**src/rtl/seg7_pkg.sv**
```systemverilog
// Shared types and helpers for the multiplexed 7-segment counter:
// segment patterns, digit limits and the scan state encoding.
package seg7_pkg;

    typedef enum logic {
        BLANK = 1'b0,
        SHOW  = 1'b1
    } scan_state_e;

    // Segment order is {a,b,c,d,e,f,g}, active-high.
    localparam logic [6:0] SEG_0 = 7'b1111110;
    localparam logic [6:0] SEG_1 = 7'b0110000;
    localparam logic [6:0] SEG_2 = 7'b1101101;
    localparam logic [6:0] SEG_3 = 7'b1111001;
    localparam logic [6:0] SEG_4 = 7'b0110011;
    localparam logic [6:0] SEG_5 = 7'b1011011;
    localparam logic [6:0] SEG_6 = 7'b1011111;
    localparam logic [6:0] SEG_7 = 7'b1110000;
    localparam logic [6:0] SEG_8 = 7'b1111111;
    localparam logic [6:0] SEG_9 = 7'b1111011;
    localparam logic [6:0] SEG_A = 7'b1110111;
    localparam logic [6:0] SEG_B = 7'b0011111;
    localparam logic [6:0] SEG_C = 7'b1001110;
    localparam logic [6:0] SEG_D = 7'b0111101;
    localparam logic [6:0] SEG_E = 7'b1001111;
    localparam logic [6:0] SEG_F = 7'b1000111;

    function automatic logic [6:0] hex_to_seg7(input logic [3:0] digit);
        logic [6:0] seg;
        seg = SEG_0;
        case (digit)
            4'h0: seg = SEG_0;
            4'h1: seg = SEG_1;
            4'h2: seg = SEG_2;
            4'h3: seg = SEG_3;
            4'h4: seg = SEG_4;
            4'h5: seg = SEG_5;
            4'h6: seg = SEG_6;
            4'h7: seg = SEG_7;
            4'h8: seg = SEG_8;
            4'h9: seg = SEG_9;
            4'hA: seg = SEG_A;
            4'hB: seg = SEG_B;
            4'hC: seg = SEG_C;
            4'hD: seg = SEG_D;
            4'hE: seg = SEG_E;
            4'hF: seg = SEG_F;
        endcase
        return seg;
    endfunction

    function automatic logic [3:0] digit_max(input logic radix_bcd);
        return radix_bcd ? 4'd9 : 4'd15;
    endfunction

endpackage

```
**src/rtl/seg7_digit_cell.sv**
```systemverilog
// One counter digit. inc_i/dec_i step the digit; cout_o/bout_o tell the next
// digit up that this one rolled over (max->0) or under (0->max).
module seg7_digit_cell
    import seg7_pkg::*;
#(
    parameter int RADIX_BCD = 1
) (
    input  logic       clk,
    input  logic       rst_n,
    input  logic       clr_i,
    input  logic       inc_i,
    input  logic       dec_i,
    output logic [3:0] digit_o,
    output logic       cout_o,
    output logic       bout_o
);

    localparam logic [3:0] MAX = digit_max(RADIX_BCD != 0);

    logic [3:0] digit_q, digit_d;
    logic       at_max, at_zero;

    // Anything above MAX (only possible in BCD) is treated as MAX.
    assign at_max  = (digit_q >= MAX);
    assign at_zero = (digit_q == 4'd0);
    assign cout_o  = inc_i & at_max;
    assign bout_o  = dec_i & at_zero;
    assign digit_o = digit_q;

    always_comb begin
        digit_d = digit_q;
        if (clr_i) begin
            digit_d = 4'd0;
        end else if (inc_i) begin
            digit_d = at_max ? 4'd0 : digit_q + 4'd1;
        end else if (dec_i) begin
            if (at_zero)
                digit_d = MAX;
            else if (at_max)
                digit_d = MAX - 4'd1;
            else
                digit_d = digit_q - 4'd1;
        end
    end

    always_ff @(posedge clk or negedge rst_n) begin
        if (!rst_n)
            digit_q <= 4'd0;
        else
            digit_q <= digit_d;
    end

endmodule

```
**src/rtl/seg7_scan_counter.sv**
```systemverilog
// Multi-digit up/down counter with a time-multiplexed 7-segment display driver.
//   state | meaning
//   BLANK | one cycle with all digits and segments off, avoids ghosting
//   SHOW  | S-1 cycles driving digit idx and its segment pattern
module seg7_scan_counter
    import seg7_pkg::*;
#(
    parameter int CLK_HZ     = 48000000,
    parameter int COUNT_HZ   = 1,
    parameter int SCAN_HZ    = 1000,
    parameter int DIGITS     = 4,
    parameter int RADIX_BCD  = 1,
    parameter int ACTIVE_LOW = 1
) (
    input  logic                  clk,
    input  logic                  res_n,
    input  logic                  run,
    input  logic                  up,
    input  logic                  clr,
    output logic [6:0]            seg7,
    output logic [DIGITS-1:0]     dig_sel,
    output logic [4*DIGITS-1:0]   value,
    output logic                  wrap
);

    localparam int P     = CLK_HZ / COUNT_HZ;
    localparam int S     = CLK_HZ / (SCAN_HZ * DIGITS);
    localparam int IDX_W = (DIGITS > 1) ? $clog2(DIGITS) : 1;

    localparam logic [31:0]       P_LAST   = 32'(P - 1);
    localparam logic [31:0]       S_LAST   = 32'(S - 1);
    localparam logic [IDX_W-1:0]  IDX_LAST = IDX_W'(DIGITS - 1);
    localparam logic [6:0]        SEG_OFF  = (ACTIVE_LOW != 0) ? 7'h7F : 7'h00;
    localparam logic [DIGITS-1:0] DIG_OFF  = (ACTIVE_LOW != 0) ? {DIGITS{1'b1}} : {DIGITS{1'b0}};

    logic [31:0] presc_q, presc_d;
    logic        tick, step;

    assign tick    = (presc_q == P_LAST);
    assign step    = tick & run & ~clr;
    assign presc_d = (clr || tick) ? 32'd0 : presc_q + 32'd1;

    always_ff @(posedge clk or negedge res_n) begin
        if (!res_n)
            presc_q <= 32'd0;
        else
            presc_q <= presc_d;
    end

    logic [DIGITS-1:0]   inc_c, dec_c, cout_c, bout_c;
    logic [4*DIGITS-1:0] digits_w;

    for (genvar g = 0; g < DIGITS; g++) begin : g_digit
        if (g == 0) begin : g_lsd
            assign inc_c[g] = step & up;
            assign dec_c[g] = step & ~up;
        end else begin : g_upper
            assign inc_c[g] = cout_c[g-1];
            assign dec_c[g] = bout_c[g-1];
        end

        seg7_digit_cell #(
            .RADIX_BCD (RADIX_BCD)
        ) u_cell (
            .clk     (clk),
            .rst_n   (res_n),
            .clr_i   (clr),
            .inc_i   (inc_c[g]),
            .dec_i   (dec_c[g]),
            .digit_o (digits_w[4*g +: 4]),
            .cout_o  (cout_c[g]),
            .bout_o  (bout_c[g])
        );
    end

    // A carry or borrow out of the top digit means every digit rolled.
    logic wrap_q, wrap_d;
    assign wrap_d = up ? cout_c[DIGITS-1] : bout_c[DIGITS-1];

    always_ff @(posedge clk or negedge res_n) begin
        if (!res_n)
            wrap_q <= 1'b0;
        else
            wrap_q <= wrap_d;
    end

    scan_state_e      state_q, state_d;
    logic [31:0]      slot_q, slot_d;
    logic [IDX_W-1:0] idx_q, idx_d;

    always_ff @(posedge clk or negedge res_n) begin
        if (!res_n) begin
            state_q <= BLANK;
            slot_q  <= 32'd0;
            idx_q   <= '0;
        end else begin
            state_q <= state_d;
            slot_q  <= slot_d;
            idx_q   <= idx_d;
        end
    end

    always_comb begin
        state_d = state_q;
        slot_d  = slot_q;
        idx_d   = idx_q;
        case (state_q)
            BLANK: begin
                state_d = SHOW;
                slot_d  = 32'd1;
            end
            SHOW: begin
                if (slot_q == S_LAST) begin
                    state_d = BLANK;
                    slot_d  = 32'd0;
                    idx_d   = (idx_q == IDX_LAST) ? '0 : idx_q + IDX_W'(1);
                end else begin
                    slot_d = slot_q + 32'd1;
                end
            end
            default: begin
                state_d = BLANK;
                slot_d  = 32'd0;
            end
        endcase
    end

    logic [3:0]        cur_digit;
    logic [6:0]        seg_raw, seg7_q, seg7_d;
    logic [DIGITS-1:0] sel_raw, dig_q, dig_d;

    always_comb begin
        cur_digit = 4'd0;
        sel_raw   = '0;
        seg_raw   = 7'd0;
        for (int i = 0; i < DIGITS; i++) begin
            if (idx_q == IDX_W'(i))
                cur_digit = digits_w[4*i +: 4];
        end
        if (state_q == SHOW) begin
            sel_raw[idx_q] = 1'b1;
            seg_raw        = hex_to_seg7(cur_digit);
        end
        seg7_d = (ACTIVE_LOW != 0) ? ~seg_raw : seg_raw;
        dig_d  = (ACTIVE_LOW != 0) ? ~sel_raw : sel_raw;
    end

    always_ff @(posedge clk or negedge res_n) begin
        if (!res_n) begin
            seg7_q <= SEG_OFF;
            dig_q  <= DIG_OFF;
        end else begin
            seg7_q <= seg7_d;
            dig_q  <= dig_d;
        end
    end

    assign seg7    = seg7_q;
    assign dig_sel = dig_q;
    assign value   = digits_w;
    assign wrap    = wrap_q;

endmodule
```
**config.mk**
```make
export PLATFORM = sky130hd
export DESIGN_NAME = seg7_scan_counter
export DESIGN_NICKNAME = d
export VERILOG_FILES = /design/src/rtl/seg7_pkg.sv /design/src/rtl/seg7_digit_cell.sv /design/src/rtl/seg7_scan_counter.sv
export SDC_FILE = /design/constraint.sdc
export NUM_CORES = 1
export LEC_CHECK = 0
export ABC_AREA = 1
export CAP_MARGIN = 40
export CORE_ASPECT_RATIO = 1.75
export CORE_MARGIN = 2
export CORE_UTILIZATION = 55
export CTS_CLUSTER_DIAMETER = 100
export CTS_CLUSTER_SIZE = 20
export DETAILED_ROUTE_END_ITERATION = 10
export PLACE_DENSITY = 0.79
export SLEW_MARGIN = 20
export SYNTH_ARGS = -nofsm -noshare
export SYNTH_HDL_FRONTEND = slang
export SYNTH_SLANG_ARGS = --single-unit
```
**constraint.sdc**
```tcl
create_clock -name clk -period 2 [get_ports clk]
set_input_delay 0.4 -clock clk [delete_from_list [all_inputs] [get_ports clk]]
set_output_delay 0.4 -clock clk [all_outputs]
set_load 0.005 [all_outputs]
```
==> impl_results.md, run 1 <==
- Status: finished, violations left
- Failing checks: negative setup slack
- Placed Cells: 1034
- Required @ worst endpoint: 2.29 ns
- Die extent in y: 143 um
- Nets@finish: 971
- Syn Nets: 843
- Clk_lat worst skew: 0.35 ns
- Register bit total from synthesis: 95
- Synth Cell Area: 0.00606 mm2
- Crit path capture type: flop
- Fin crit share: 1.05
- Register area share after synthesis: 0.395
- Post-synth cell types: 47
- FP Rows: 50
- Crit path time final: 2.10 ns
- Reg clk slew, reported paths: 0.08 ns
- Clock root buffer: clkbuf_16
- Top post-synthesis cells by area: dfrtp_1 (35%), nand2_1 (9.9%), nor2_1 (8.2%), inv_1 (6.8%), ha_1 (5.0%)
- Worst hold slack: 0.505 ns
- Die area: 0.0119 mm2
- RSZ-0062 raised after global routing: yes
- Vias in the first global route: 5996
- CP max-delay cell: dfrtp_2
- LEAKAGE: 3.60 nW
- Setup TNS: -0.327 ns
- Hold/Removal Path Class: flop to flop
- FMAX: 476 MHz
- Worst-path fanout max: 3
- Average size of a mapped cell: 7.44 um2
- Placer congestion estimate: 0.940
- Area of the multi-input gates: 0.00353 mm2
- Filler instances: 774
- WS Path Type: flop to flop
- Pre-Repair DR Iteration Count: 5
- Startpoint types: flop
- CP max stage delay: 0.45 ns
- Core box area: 0.0107 mm2
- Crit path DAT: 2.39 ns
- DRC viols: 0
- First-pass GRT wire length: 27800 um
- PD cells: 547 mW/mm2
- Vias: 6208
- GRT Util Overall: 0.291
- Largest net degree at the start of global routing: 35
- Final setup vio count: 8
- # IOs: 33
- Area grow syn2layout: 30.7%
- H-tree depth: 3
- Cts bufs inserted: 9
- Worst rel slew slack: 0.642
- 1st-iter DRT viols: 445
- WL/cell: 16.7 um
- Final setup skew: 0.00984 ns
- Worst-Margin Slew: 0.532 ns
- Initial Utilization: 0.566
- Peak VDD IR: 454 uV
- Dpl hpwl: 12700 um
- Synth top area share: 0.347
- Pre-CTS setup slack: -0.226 ns
- Ys Warns: 0
- Reg area: 0.00240 mm2
- Total gr overflow: 0
- CTS tree: done
- Post-synth EDFFs: 0
- Post-synthesis async set-or-reset flop share: 1.00
- Count of pins over their slew limit: 0
- ANT cells: 0
- Cell family with most CP delay: compound AO/OA/AOI/OAI gates
- Post-synth top area cell: dfrtp_1
- Post-synthesis cell count: 814
- Fin. Hold Viols: 0
- WP buf/inv: 2
- DRT antenna net count: 0
- Critical path, cell by cell: inv_4 > ha_4 > inv_2 > o21ai_2 > o21ai_1 > o21ai_1 > o21ai_2 > ha_1 > nor2_2 > nor2_2 > a21oi_2 > or2_4
- Die Width: 83.3 um
- Initial antenna violation count: 0
- Prevailing post-synth register cell: dfrtp_1
- Finished Layout Cells: 1077
- TritonCTS Sinks: 95
- Max clock buf depth: 2
- Total Wirelength: 18000 um
- Max Cap Viol: 0
- Layout cells sized above 1: 0.245
- # port buffers: 32
- PnR worst setup slack: -0.100 ns
- Detail-routed via count per cell: 5.76
-- sequential cells by signal, summed over array words and instances (netlist names) --
signal and flops:
seg7 7, presc_q 32, dig_sel 4, idx_q 2, g_digit.u_cell.digit_o 16, slot_q 32, wrap 1, state_q 1
-- cell families after synthesis --
kind of cell / count (synthesis) / share of synthesized area
xor+xnor: 29 / 0.0419
buf+inv: 123 / 0.0777
compound gates: 104 / 0.102
fa+ha+maj: 24 / 0.0496
flops: 95 / 0.395
simple gates: 439 / 0.334
-- cells in the mapped netlist (2+ instances only) --
cell and n:
a31oi_1 5, buf_2 6, o21ai_0 39, nor3_2 2
o31ai_1 2, inv_2 3, clkbuf_1 4, o22ai_1 6
nand4_4 2, nor2_4 5, dfstp_2 11, nand2_1 160
nor2_2 3, o211ai_1 6, or2_2 3, a211oi_1 3
dfrtp_1 84, a21oi_1 29, nand2_2 4, nand3_1 41
ha_1 24, nor2_1 132, o41ai_1 2, xor2_1 22
nor3_1 31, nand4_2 2, nor4_1 14, xnor2_1 7
nand2_4 2, nand4_1 30, nor3b_1 4, inv_1 109
o21a_1 3
-- worst register-to-register path: stages (launching register included) --
cell,delay (ns)
dfrtp_2,0.45
inv_4,0.09
ha_4,0.15
inv_2,0.05
o21ai_2,0.16
o21ai_1,0.08
o21ai_1,0.17
o21ai_2,0.11
ha_1,0.32
nor2_2,0.05
nor2_2,0.13
a21oi_2,0.05
or2_4,0.22
-- layout make-up --
class	instances	share of cell area
Tap cell	130	0.0206
Clock buffer	9	0.0285
Timing Repair inverter	1	0.000949
Inverter	113	0.0549
Multi-Input combinational cell	597	0.447
Timing Repair Buffer	125	0.135
Clock inverter	7	0.0109
Sequential cell	95	0.303
-- where the power goes --
group | internal [mW] | switching, mW
Combinational | 0.193 | 0.322
Clock | 0.999 | 0.832
Sequential | 1.95 | 0.0339
Total | 3.14 | 1.19
-- cells in the final DEF (no fill, tap or decap), types with 25 or more instances in the layout --
master / instances
nand2_1: 148
nor2_1: 112
inv_1: 91
buf_4: 85
dfrtp_1: 80
nand3_1: 37
clkdlybuf4s50_1: 31
nand4_1: 30
nor3_1: 28
a21oi_1: 27
o21ai_0: 25
-- layer usage --
metal	GRT usage	wire length (um)
met5	0	0
met4	0.154	822
met3	0.0376	614
met2	0.539	9770
met1	0.321	6740
-- final timing paths --
| check | start | to | slack, ns | cells after the start |
|---|---|---|---|---|
| setup / recovery | idx_q[0] | seg7[5] | -0.10 | 12 |
| hold / removal | presc_q[26] | presc_q[26] | 0.51 | 1 |
| setup reg to reg | idx_q[0] | seg7[5] | -0.10 | 12 |
| hold reg to reg | presc_q[26] | presc_q[26] | 0.51 | 1 |
| max in group asynchronous | res_n | seg7[6] | 0.87 | 3 |
| min in group asynchronous | res_n | presc_q[14] | 0.53 | 2 |
-- stage by stage --
stage,utilization,total power [mW],cell area (um2)
floorplan,-,2.27,6060
global placement,0.658,2.47,7040
detailed placement,0.658,2.49,7040
CTS,0.698,4.31,7470
global route,0.740,4.47,7910
finish,0.740,4.33,7910
-- what timing repair did --
action                                  4_1_cts  5_1_grt
hold buffers                                  1        0
buffers inserted                              5       19
gates resized for setup                      27       93
gates cloned                                  0        2
pin swaps                                    11       40
endpoints found under the setup margin       17       46
endpoints found under the hold margin        22        0
(Power assumes the default switching activity.)
==> inputs of run 2 (changes only) <==
Settings changed: CORE_UTILIZATION 55 to 37, PLACE_DENSITY 0.79 to 0.58.
==> run 2 against run 1 <==
Against the previous run: the run still ends with negative setup slack left; global-route usage shrank 9.3 points; utilization shrank 24 points; die area grew 47%; via count shrank 6.3%; hold slack lost 0.44 ns.
==> impl_results.md, run 2 (synthesis gave the netlist of run 1 again) <==
- FP Rows: 61
- Placed instance area: 0.00737 mm2
- Placed Cells: 1128
- Largest net degree at the start of global routing: 96
- Worst rel slew slack: 0.642
- WL/cell: 14.7 um
- Setup TNS: -0.00451 ns
- Worst reg2reg path startpoint: presc_q[0]
- GR Util met3: 0.0202
- Failing checks: negative setup slack
- Area of the multi-input gates: 0.00346 mm2
- Dpl hpwl: 13000 um
- Die extent in y: 173 um
- Max clock buf depth: 2
- Final setup vio count: 1
- Detail-routed via count per cell: 5.05
- Vias in the first global route: 5770
- CP max-delay cell: dfrtp_1
- Nets@finish: 987
- Count of pins over their slew limit: 0
- Total Wirelength: 17000 um
- Worst-path fanout max: 3
- WP buf/inv: 5
- Pre-Repair DR Iteration Count: 5
- Post-route cell area: 0.00803 mm2
- DRC viols: 0
- DRT antenna net count: 0
- LEAKAGE: 3.67 nW
- PD cells: 547 mW/mm2
- Fin. Hold Viols: 0
- Pre-CTS setup slack: -0.0644 ns
- TritonCTS Sinks: 95
- CP max stage delay: 0.37 ns
- CTS tree: done
- Worst setup path endpoint: presc_q[31]
- Clock root buffer: clkbuf_16
- # IOs: 33
- Status: finished, violations left
- Gr busiest metal: met2
- GRT Util Overall: 0.198
- Finished Layout Cells: 1152
- R2R depth: 13
- Global-route met2 utilization: 0.372
- RSZ-0062 raised after global routing: yes
- Commonest non-fill, non-tap cell in the layout: nand2_1
- Final setup skew: 0.00972 ns
- Flop2flop setup slack: -0.005 ns
- Reg clk slew, reported paths: 0.07 ns
- Top cell by count, worst path: buf_4
- Commonest non-fill, non-tap cells in the layout: nand2_1 (152), nor2_1 (118), buf_4 (105)
- R2R Path End: presc_q[31]
- 1st-iter DRT viols: 280
- PnR worst setup slack: -0.00451 ns
- CP Depth: 13
- Clk_lat worst skew: 0.36 ns
- Area grow syn2layout: 32.6%
- Fin crit share: 1.00
- Crit path DAT: 2.24 ns
- FMAX: 499 MHz
- Critical path, cell by cell: buf_4 > buf_4 > nand3_2 > nor2_4 > inv_2 > nor2_4 > buf_4 > nand2_2 > nor4_4 > buf_4 > nand3_1 > xor2_1 > nor2_1
- Filler instances: 1508
- Core box area: 0.0160 mm2
- Initial Utilization: 0.380
- Layout cells sized above 1: 0.237
- Total gr overflow: 0
- Crit path capture type: flop
- Initial antenna violation count: 0
- Die Width: 101 um
- Cts bufs inserted: 9
- Placer congestion estimate: 0.899
- Required @ worst endpoint: 2.24 ns
- Peak VDD IR: 468 uV
- Worst-Margin Slew: 0.537 ns
- Die area: 0.0174 mm2
- Start point of the critical path: presc_q[0]
- WS Path Type: flop to flop
- Reg area: 0.00239 mm2
- Max Cap Viol: 0
- Startpoint types: flop
- Cell family with most CP delay: simple AND/OR/NAND/NOR gates
- First-pass GRT wire length: 27500 um
- Vias: 5816
- Crit path time final: 2.00 ns
- GRT met1 Usage: 0.217
- Hold/Removal Path Class: input port to async pin
- H-tree depth: 3
- # port buffers: 32
- ANT cells: 0
==> run 2: cell types whose count changed in the layout (fill, tap and decap cells not counted), sizes merged <==
cell         previous run  this run
nand4                  35        34
dlygate4sd3             1         0
buf                    93       112
clkbuf                  9        10
clkinvlp                3         1
==> run 2: worst min-delay path by stage <==
stage	slack, ns	startpoint	to
5_1_grt	0.12	res_n	g_digit[1].u_cell.digit_o[1]
6_report	0.06	res_n	g_digit[2].u_cell.digit_o[0]
2_1_floorplan	0.10	res_n	g_digit[0].u_cell.digit_o[0]
3_5_place_dp	0.46	presc_q[0]	presc_q[0]
3_3_place_gp	0.44	presc_q[0]	presc_q[0]
4_1_cts	0.12	res_n	presc_q[7]
==> run 2: metrics by stage <==
stage	hold slack [ns]	util	power, mW
floorplan	0.104	-	2.27
global placement	0.444	0.462	2.58
detailed placement	0.457	0.462	2.58
CTS	0.117	0.484	4.41
global route	0.125	0.504	4.58
finish	0.0634	0.504	4.39
==> run 2: layer usage <==
| metal | vias up | share of wire |
|---|---|---|
| li1 | 2961 | - |
| met1 | 2725 | 0.38 |
| met2 | 99 | 0.56 |
| met3 | 31 | 0.024 |
| met4 | 0 | 0.033 |
| met5 | - | 0 |
==> run 2: timing repair <==
action | 4_1_cts | 5_1_grt
endpoints found under the setup margin | 6 | 36
pin swaps | 2 | 32
hold buffers | 0 | 0
resized for setup | 11 | 80
setup buffers | 1 | 7
==> run 2: area by class of cell <==
cell class / count / share of cell area
Inverter: 113 / 0.0536
Tap cell: 189 / 0.0294
Multi-Input combinational cell: 596 / 0.431
Timing Repair Buffer: 143 / 0.149
Clock inverter: 6 / 0.00935
Clock buffer: 10 / 0.0298
Sequential cell: 95 / 0.298
==> run 2: power by group <==
| part | switching (mW) | internal [mW] | total [mW] |
|---|---|---|---|
| clock | 0.798 | 1.02 | 1.82 |
| sequential | 0.0160 | 1.95 | 1.97 |
| combinational | 0.347 | 0.257 | 0.604 |
| total | 1.16 | 3.23 | 4.39 |
